==> config.mk <==
export PLATFORM = sky130hd
export DESIGN_NAME = led_matrix_scroll_ctrl
export DESIGN_NICKNAME = d
export VERILOG_FILES = /design/src/rtl/led_matrix_scroll_ctrl.sv
export SDC_FILE = /design/constraint.sdc
export NUM_CORES = 1
export LEC_CHECK = 0
export CAP_MARGIN = 15
export CORE_ASPECT_RATIO = 1.5
export CORE_UTILIZATION = 40
export DETAILED_ROUTE_END_ITERATION = 10
export GPL_TIMING_DRIVEN = 0
export PLACE_DENSITY = 0.7
export SYNTH_ARGS = -nofsm -noshare
export SYNTH_HDL_FRONTEND = slang
export SYNTH_SLANG_ARGS = --single-unit
==> constraint.sdc <==
create_clock -name clk -period 2.6 [get_ports clk]
set_input_delay 0.52 -clock clk [delete_from_list [all_inputs] [get_ports clk]]
set_output_delay 0.52 -clock clk [all_outputs]
set_load 0.005 [all_outputs]
==> src/rtl/led_matrix_scroll_ctrl.sv <==
// Column-scan controller for a ROWS x COLS LED matrix.
// It shows a scrolling or blinking window of a wider message bitmap.
module led_matrix_scroll_ctrl #(
   parameter int ROWS            = 5,
   parameter int COLS            = 7,
   parameter int MSG_COLS        = 16,
   parameter int SCAN_DIV        = 50000,
   parameter int BLANK_CYC       = 500,
   parameter int FRAMES_PER_STEP = 10
) (
   input  logic                        clk,
   input  logic                        rst_n,
   input  logic [1:0]                  mode,
   input  logic                        restart,
   input  logic [ROWS*MSG_COLS-1:0]    msg_data,
   output logic [COLS-1:0]             col_n,
   output logic [ROWS-1:0]             row,
   output logic                        frame_tick,
   output logic                        step_tick,
   output logic [$clog2(MSG_COLS)-1:0] scroll_pos
);

   localparam int OW = $clog2(MSG_COLS);
   localparam int PW = (SCAN_DIV > 1) ? $clog2(SCAN_DIV) : 1;
   localparam int CW = (COLS > 1) ? $clog2(COLS) : 1;
   localparam int FW = (FRAMES_PER_STEP > 1) ? $clog2(FRAMES_PER_STEP) : 1;

   typedef enum logic [1:0] {
      M_STATIC = 2'b00,
      M_LEFT   = 2'b01,
      M_RIGHT  = 2'b10,
      M_BLINK  = 2'b11
   } mode_e;

   logic [PW-1:0]                 pre_q, pre_d;
   logic [CW-1:0]                 col_q, col_d;
   logic [FW-1:0]                 frm_q, frm_d;
   logic [OW-1:0]                 off_q, off_d;
   logic                          blink_q, blink_d;
   mode_e                         mode_q, mode_d;
   logic [ROWS-1:0][MSG_COLS-1:0] shadow_q, shadow_d;
   logic [COLS-1:0]               col_n_q, col_n_d;
   logic [ROWS-1:0]               row_q, row_d;
   logic                          ftick_q, ftick_d;
   logic                          stick_q, stick_d;

   logic          slot_end;
   logic          frame_end;
   logic          step;
   logic          lit;
   logic [OW-1:0] mcol;

   assign slot_end  = (pre_q == PW'(SCAN_DIV - 1));
   assign frame_end = slot_end && (col_q == CW'(COLS - 1));
   assign step      = frame_end && (frm_q == FW'(FRAMES_PER_STEP - 1));
   assign mcol      = OW'((32'(off_q) + 32'(col_q)) % MSG_COLS);

   // Lit only past the anti-ghost window and outside a blink-off frame
   assign lit = (int'(pre_q) >= BLANK_CYC) &&
                !((mode_q == M_BLINK) && blink_q);

   always_comb begin
      pre_d    = slot_end ? '0 : pre_q + PW'(1);
      col_d    = col_q;
      frm_d    = frm_q;
      off_d    = off_q;
      blink_d  = blink_q;
      mode_d   = mode_q;
      shadow_d = shadow_q;
      col_n_d  = '1;
      row_d    = '0;
      ftick_d  = frame_end;
      stick_d  = step;

      if (slot_end) begin
         col_d = (col_q == CW'(COLS - 1)) ? '0 : col_q + CW'(1);
      end

      if (lit) begin
         col_n_d = ~(COLS'(1) << col_q);
         for (int r = 0; r < ROWS; r++) begin
            row_d[r] = shadow_q[r][mcol];
         end
      end

      if (frame_end) begin
         shadow_d = msg_data;
         mode_d   = mode_e'(mode);
         frm_d    = step ? '0 : frm_q + FW'(1);
         if (step) begin
            unique case (mode_q)
               M_STATIC: off_d = off_q;
               M_LEFT:
                  off_d = (off_q == OW'(MSG_COLS - 1)) ?
                          '0 : off_q + OW'(1);
               M_RIGHT:
                  off_d = (off_q == '0) ?
                          OW'(MSG_COLS - 1) : off_q - OW'(1);
               M_BLINK: blink_d = ~blink_q;
            endcase
         end
         if (mode_e'(mode) != M_BLINK) begin
            blink_d = 1'b0;
         end
      end

      // Restart overrides any frame end or step on the same edge
      if (restart) begin
         pre_d    = '0;
         col_d    = '0;
         frm_d    = '0;
         off_d    = '0;
         blink_d  = 1'b0;
         mode_d   = mode_q;
         shadow_d = shadow_q;
         col_n_d  = '1;
         row_d    = '0;
         ftick_d  = 1'b0;
         stick_d  = 1'b0;
      end
   end

   always_ff @(posedge clk or negedge rst_n) begin
      if (!rst_n) begin
         pre_q    <= '0;
         col_q    <= '0;
         frm_q    <= '0;
         off_q    <= '0;
         blink_q  <= 1'b0;
         mode_q   <= M_STATIC;
         shadow_q <= '0;
         col_n_q  <= '1;
         row_q    <= '0;
         ftick_q  <= 1'b0;
         stick_q  <= 1'b0;
      end else begin
         pre_q    <= pre_d;
         col_q    <= col_d;
         frm_q    <= frm_d;
         off_q    <= off_d;
         blink_q  <= blink_d;
         mode_q   <= mode_d;
         shadow_q <= shadow_d;
         col_n_q  <= col_n_d;
         row_q    <= row_d;
         ftick_q  <= ftick_d;
         stick_q  <= stick_d;
      end
   end

   assign col_n      = col_n_q;
   assign row        = row_q;
   assign frame_tick = ftick_q;
   assign step_tick  = stick_q;
   assign scroll_pos = off_q;

endmodule

After elaboration in Yosys (flattened, before gate mapping). Cells that the tools add are included.

Register bits after elaboration: 124. Bits of input ports: 85. Output and inout port bits: 18. Word-level logic and storage cells: 85.

Add/subtract/negate cells: 6. Magnitude comparators: 2. Equal/unequal tests: 8. Shifts and indexed selects: 1. Muxes and demuxes: 35. Bitwise gates (word level): 3. Reduce and logical (&&, ||, !) cells: 15.

Operator list (number): $mux 16 (2); $mux 4 (8); $bmux 1 s4 (5); $add 16x1->16 const B (1); $eq 16x16->1 const B (1); $ge 16x9->1 const B (1); $mux 7 (2); $mux 1 (12); $mux 5 (2); $mux 3 (3); $reduce_bool 3->1 (3); $add 4x1->4 const B (2); $eq 4x4->1 const B (2); $pmux 4 s2 (1); $not 7->7 (1); $shl 1x3->7 const A (1); $reduce_and 3->1 (2); $reduce_bool 2->1 (3); $lt 4x5->1 const B (1); $add 4x3->4 (1); $eq 2x2->1 const B (2); $logic_and 1x1->1 (4); $logic_not 4->1 (1); $sub 4x1->4 const B (1); other kinds (7) (8).

Logic depth before layout (Yosys ltp). Gate-level depths: netlist of the first run.

Word-level depth: 7. Gate-level depth with buffers: 7. Mapped depth without buffers: 7.

Worst setup path after synthesis of the first run. Ideal clock, no wire load.

Path kind: register to register. Start: register off_q[0] (netlist: scroll_pos[0]). End: register row_q[3] (netlist: row[3]). Setup time: 0.131 ns. Arrival time: 2.061 ns. Required time: 2.469 ns. Setup slack: 0.408 ns. Stages on the path, launching flop included: 7. Path buffers: 1. Cell sequence: dfrtp_1 -> ha_1 -> fa_1 -> clkbuf_1 -> mux4_2 -> mux2i_1 -> o22ai_1.

Word-level cells in the longest chain between the ends: 5.

RTL lines: from (decl) (line 38) `logic [OW-1:0] off_q, off_d;`; from (signal assigned) (line 128) `off_q <= '0;`; from (signal assigned) (line 140) `off_q <= off_d;`; $add 4x3->4 (line 56) `assign mcol = OW'((32'(off_q) + 32'(col_q)) % MSG_COLS);`; $bmux 1 s4 (line 82) `row_d[r] = shadow_q[r][mcol];`; $mux 1 (not written as such) (line 82); $mux 5 (line 79) `if (lit) begin`; $mux 5 (line 108) `if (restart) begin`; via row_d[3] (line 43) `logic [ROWS-1:0] row_q, row_d;`; to (signal assigned) (line 145) `row_q <= row_d;`; to (decl) (line 43).

The timed path passes the listed nets, and every way through them passes these cells. The select of a mux whose other input is x is not followed. A chain may end at the register's enable or synchronous reset.

Worst setup path in the final report of the first run.
Start: register off_q[0] (netlist: scroll_pos[0]). End: register row_q[4] (netlist: row[4]).

The elaborated chain is that of the path after synthesis.

==> flow_metrics.env, run 1 <==
export IMPL_vias=4015
export IMPL_layout_drive_gt1_share=0.297
export IMPL_drtIter0Drc=158
export IMPL_critPathKind="flip-flop to flip-flop"
export IMPL_worst_r2r_endpoint="row[4]"
export IMPL_cts_buffers=17
export IMPL_dp_hpwl_mm=9.78
export IMPL_setup_viol_count_final=0
export IMPL_hold_start="restart"
export IMPL_dieArea_um2=16200
export IMPL_final_cell_mix="dfrtp_1, clkdlybuf4s50_1, mux2_4"
export IMPL_vdd_ir_drop_max_mv=0.396
export IMPL_cts_htree_levels=4
export IMPL_cts_max_path_buffers=2
export IMPL_routed_wl_mm=13.9
export IMPL_syn_area_per_cell_um2=14.6
export IMPL_fin_area_um2=8200
export IMPL_hold_viol_final=0
export IMPL_netlist_area_leader_share=0.467
export IMPL_coreArea_um2=15200
export IMPL_leakagePower_nw=3.45
export IMPL_crit_required_ns=2.88
export IMPL_rr_startpoint="scroll_pos[0]"
export IMPL_fin_ws_ns=0.202
export IMPL_diodes=0
export IMPL_ys_types=54
export IMPL_syn_to_final_growth_pct=30.7
export IMPL_crit_chain="ha_1 -> fa_1 -> clkbuf_2 -> mux4_2 -> mux2i_1 -> o22ai_1"
export IMPL_die_w_um=104
export IMPL_antenna_found_initial=0
export IMPL_slowest_delay_ns=0.51
export IMPL_slew_headroom=0.352
export IMPL_ff2ff_setup_slack_ns=0.20
export IMPL_layout_area_seq_um2=3110
export IMPL_synth_cells=430
export IMPL_netlist_area_um2=6270
export IMPL_finalCritPeriodShare=0.922
export IMPL_multiInputGateArea_um2=2890
export IMPL_clk_pin_slew_ns=0.06
export IMPL_post_cts_buffers=0
export IMPL_hold_depth=2
export IMPL_syn_num_nets=526
export IMPL_min_delay_path_class="input port to flip-flop"
export IMPL_grt_setup_unrepaired="no"
export IMPL_end_kind="flip-flop"
export IMPL_ys_warn_count=0
export IMPL_utilization=0.539
export IMPL_viasPerCell=5.26
export IMPL_startpoint_type="flip-flop"
export IMPL_final_common_cell="dfrtp_1"
export IMPL_p_per_area_nw_per_um2=597
export IMPL_clock_sinks=124
export IMPL_clkLatencyLatePin_ns=0.42
export IMPL_port_buffers=101
export IMPL_period_needed_ns=2.40
export IMPL_drt_pass1_iterations=5
export IMPL_grt_pass1_wl_mm=22.4
export IMPL_rr_worst_depth=6
export IMPL_yosys_most_used_dff="dfrtp_1"
export IMPL_maxCapViolCount=0
export IMPL_status="finished clean"
export IMPL_gp_congestion=0.843
export IMPL_die_h_um=155
export IMPL_cts_tree="done"
export IMPL_min_to="frm_q[3]"
export IMPL_critical_path_max_fanout=10
export IMPL_ant_nets=0
export IMPL_initial_core_util=0.412
export IMPL_async_flop_share=1.00
export IMPL_finalNetCount=648
export IMPL_skew_ns=0.00767
export IMPL_fin_setup_tns_ns=0
export IMPL_synth_top_cell_by_area="dfrtp_1"
export IMPL_routedWlPerCell_um=18.2
export IMPL_arrival_ns=2.68
export IMPL_finalMaxSlewViolations=0
export IMPL_ios=103
export IMPL_synth_area_leaders="dfrtp_1, mux2_4, mux4_2"
export IMPL_overflow=0
export IMPL_fill_cells=1246
export IMPL_row_count=55
export IMPL_drc_errors=0
export IMPL_grt_total_usage=0.182
export IMPL_synth_edf_count=0
export IMPL_crit_slowest_cell="fa_1"
export IMPL_yosysSeqAreaShare=0.496
export IMPL_dpl_cell_area_um2=7560
export IMPL_pre_cts_slack_ns=-0.125
export IMPL_grt_max_degree=104
export IMPL_fmax_ghz=0.417
export IMPL_cts_root_buf="clkbuf_16"
export IMPL_tightest_slew_ns=0.968
export IMPL_grt_pass1_vias=4403
export IMPL_yosys_register_bits=124
## registers in the layout, indices dropped and copies added (netlist names)
register	cells
blink_q	1
col_n	7
col_q	3
frame_tick	1
frm_q	4
mode_q	2
pre_q	16
row	5
scroll_pos	4
shadow_q	80
step_tick	1
## kinds of logic (layout without fill, tap and decap cells)
family          Yosys count  in the layout  synth area share
compound gates           39             39            0.0381
flops                   124            124             0.496
simple gates             99             99            0.0928
buf+inv                  29            164            0.0429
fa+ha+maj                11             11            0.0231
mux                     113            113             0.285
xor+xnor                 15             15            0.0222
## how the worst max path moves through the flow
stage | to | slack [ns] | startpoint
2_1_floorplan | row[3] | 0.41 | scroll_pos[0]
3_5_place_dp | row[2] | -0.12 | scroll_pos[0]
6_report | row[4] | 0.20 | scroll_pos[0]
4_1_cts | row[3] | 0.18 | scroll_pos[0]
5_1_grt | row[3] | 0.11 | scroll_pos[0]
3_3_place_gp | shadow_q[32] | -3.63 | rst_n
## per-layer routing
| metal | GRT usage | part of all wire |
|---|---|---|
| met1 | 0.209 | 0.41 |
| met2 | 0.326 | 0.53 |
| met3 | 0.0364 | 0.029 |
| met4 | 0.0816 | 0.027 |
| met5 | 0 | 0 |
## worst max-delay path: cells and delay by family (launching register included)
family | cells | cell delay [ns]
compound gates | 1 | 0.10
fa+ha+maj | 2 | 0.78
buf+inv | 1 | 0.38
flops | 1 | 0.47
mux | 2 | 0.53
## synthesized netlist by cell type (2+ instances only)
cell,number
nand3_1,9
nand2_1,17
and3b_1,2
mux4_2,20
mux2i_1,11
clkbuf_1,6
nor3_1,4
inv_1,10
nand3b_1,6
nor4_1,2
a21oi_1,14
and2_1,2
nor2_1,26
a311oi_1,3
mux2_4,80
dfstp_2,7
or3_1,3
and4_1,2
nor3b_1,2
buf_12,9
buf_2,2
mux2_2,2
nand4_1,8
nand4b_1,2
xnor2_1,6
ha_1,10
dfrtp_1,117
nand2b_1,2
and4_2,2
o22ai_1,6
xor2_1,8
o21ai_0,8
## power breakdown
| part | switching, mW | total [mW] | internal [mW] | leakage [nW] |
|---|---|---|---|---|
| logic | 0.104 | 0.334 | 0.230 | 1.54 |
| clock network | 0.905 | 2.51 | 1.61 | 0.293 |
| registers | 0.0460 | 2.05 | 2.00 | 1.62 |
| total | 1.06 | 4.89 | 3.84 | 3.45 |
## final cells by class
class | count | area share
Buffer | 19 | 0.0285
Clock buffer | 18 | 0.0524
Clock inverter | 14 | 0.0238
Inverter | 10 | 0.00458
Multi-Input combinational cell | 277 | 0.353
Sequential cell | 124 | 0.380
Tap cell | 199 | 0.0304
Timing Repair Buffer | 103 | 0.128
## what timing repair did
item	CTS	global route
gates resized for setup	2	0
endpoints found under the setup margin	5	0
endpoints found under the hold margin	21	0
hold buffers	1	0
## metrics by stage
stage          cells  total power, mW  hold slack, ns
2_1_floorplan    430             2.20           0.224
3_3_place_gp     730             2.40           0.486
3_5_place_dp     731             2.41           0.386
4_1_cts          764             4.92           0.316
5_1_grt          764             5.03           0.326
6_report         764             4.89           0.321
Note: power is estimated with default switching activity, not from simulation.
==> run 2, diff against run 1 <==
- CTS_CLUSTER_DIAMETER: unset -> 40
- TNS_END_PERCENT: unset -> 10
==> results of run 2 <==
No change in the layout: final DEF, timing and power equal those of run 1.
==> run 3, diff against run 2 <==
- CAP_MARGIN: 15 -> 20
- MAX_ROUTING_LAYER: unset -> met4
==> flow_metrics.env, run 3 (synthesis gave the netlist of run 1 again) <==
export IMPL_critical_path_max_fanout=10
export IMPL_period_needed_ns=2.42
export IMPL_leakagePower_nw=3.45
export IMPL_hold_viol_final=0
export IMPL_syn_to_final_growth_pct=30.7
export IMPL_grt_setup_unrepaired="no"
export IMPL_dp_hpwl_mm=9.78
export IMPL_cts_root_buf="clkbuf_16"
export IMPL_clock_sinks=124
export IMPL_min_delay_path_class="input port to flip-flop"
export IMPL_dieArea_um2=16200
export IMPL_maxCapViolCount=0
export IMPL_status="finished clean"
export IMPL_finalNetCount=648
export IMPL_multiInputGateArea_um2=2890
export IMPL_final_cell_mix="dfrtp_1, clkdlybuf4s50_1, mux2_4"
export IMPL_layout_area_seq_um2=3110
export IMPL_p_per_area_nw_per_um2=597
export IMPL_row_count=55
export IMPL_skew_ns=0.00858
export IMPL_crit_chain="ha_1 -> fa_1 -> clkbuf_2 -> mux4_2 -> mux2i_1 -> o22ai_1"
export IMPL_diodes=0
export IMPL_worst_hold_slack_ns=0.314
export IMPL_crit_required_ns=2.88
export IMPL_post_cts_buffers=0
export IMPL_clk_pin_slew_ns=0.06
export IMPL_gp_congestion=0.856
export IMPL_routed_wl_mm=14.0
export IMPL_drt_pass1_iterations=4
export IMPL_antenna_found_initial=0
export IMPL_crit_slowest_cell="fa_1"
export IMPL_finalCritPeriodShare=0.929
export IMPL_coreArea_um2=15200
export IMPL_finalMaxSlewViolations=0
export IMPL_drtIter0Drc=158
export IMPL_slew_headroom=0.344
export IMPL_setup_viol_count_final=0
export IMPL_cts_tree="done"
export IMPL_die_w_um=104
export IMPL_port_buffers=101
export IMPL_slowest_delay_ns=0.51
export IMPL_largest_reg_flops=80
export IMPL_clkLatencyLatePin_ns=0.43
export IMPL_grt_total_usage=0.188
export IMPL_viasPerCell=5.27
export IMPL_layout_drive_gt1_share=0.297
export IMPL_fmax_ghz=0.414
export IMPL_ios=103
export IMPL_cts_buffers=17
export IMPL_critPathBufInv=1
export IMPL_die_h_um=155
export IMPL_top_register="shadow_q"
export IMPL_arrival_ns=2.70
export IMPL_fin_area_um2=8200
export IMPL_tightest_slew_ns=0.979
export IMPL_initial_core_util=0.412
export IMPL_fill_cells=1246
export IMPL_drc_errors=0
export IMPL_cts_max_path_buffers=2
export IMPL_cts_htree_levels=4
export IMPL_dpl_cell_area_um2=7560
export IMPL_ant_nets=0
export IMPL_end_kind="flip-flop"
export IMPL_grt_pass1_vias=4407
export IMPL_overflow=0
export IMPL_routedWlPerCell_um=18.3
export IMPL_grt_pass1_wl_mm=22.4
export IMPL_grt_max_degree=104
export IMPL_crit_family="adder cells"
export IMPL_startpoint_type="flip-flop"
export IMPL_vias=4023
export IMPL_critPathKind="flip-flop to flip-flop"
export IMPL_final_common_cell="dfrtp_1"
export IMPL_vdd_ir_drop_max_mv=0.402
[run 3: cell counts in the layout (fill, tap and decap cells not counted)]
Identical to the previous run, type by type.
[run 3: final timing paths]
path	from	end	slack (ns)	depth (start not counted)
setup / recovery	scroll_pos[0]	row[2]	0.18	6
hold / removal	restart	frm_q[3]	0.31	2
min in group asynchronous	rst_n	shadow_q[51]	0.52	2
hold reg to reg	shadow_q[60]	shadow_q[60]	0.50	1
max in group asynchronous	rst_n	col_n[6]	1.30	3
setup reg to reg	scroll_pos[0]	row[2]	0.18	6
[run 3: area by class of cell]
type,instances,area share
inverters,10,0.00458
clock inverters,14,0.0238
repair buffers,103,0.128
multi-input cells,277,0.353
flip-flops and latches,124,0.380
well taps,199,0.0304
clock buffers,18,0.0524
plain buffers,19,0.0285
[run 3: through the flow]
stage | power [mW] | utilization | setup TNS (ns) | worst slack (ns) | std cells
finish | 4.89 | 0.539 | 0 | 0.184 | 764
global route | 5.03 | 0.539 | 0 | 0.114 | 764
CTS | 4.92 | 0.539 | 0 | 0.182 | 764
detailed placement | 2.41 | 0.497 | -0.569 | -0.125 | 731
global placement | 2.40 | 0.495 | -439.54 | -3.63 | 730
floorplan | 2.20 | - | 0 | 0.408 | 430
[run 3: timing repair]
action / CTS / global route
resized for setup: 2 / 0
endpoints found under the setup margin: 5 / 0
hold buffers: 1 / 0
hold endpoints to repair: 21 / 0
[run 3: where the power goes]
part           leakage, nW  switching (mW)  total [mW]  internal [mW]
clock network        0.293           0.908        2.51           1.60
logic                 1.54           0.104       0.334          0.230
registers             1.62          0.0459        2.05           2.00
total                 3.45            1.06        4.89           3.83
[run 3: metal layers]
metal / track usage / up-vias / part of all wire
met5: - / - / 0
met4: 0.0878 / 0 / 0.025
met3: 0.0318 / 22 / 0.028
met2: 0.325 / 101 / 0.53
met1: 0.211 / 2079 / 0.41
li1: - / 1821 / -
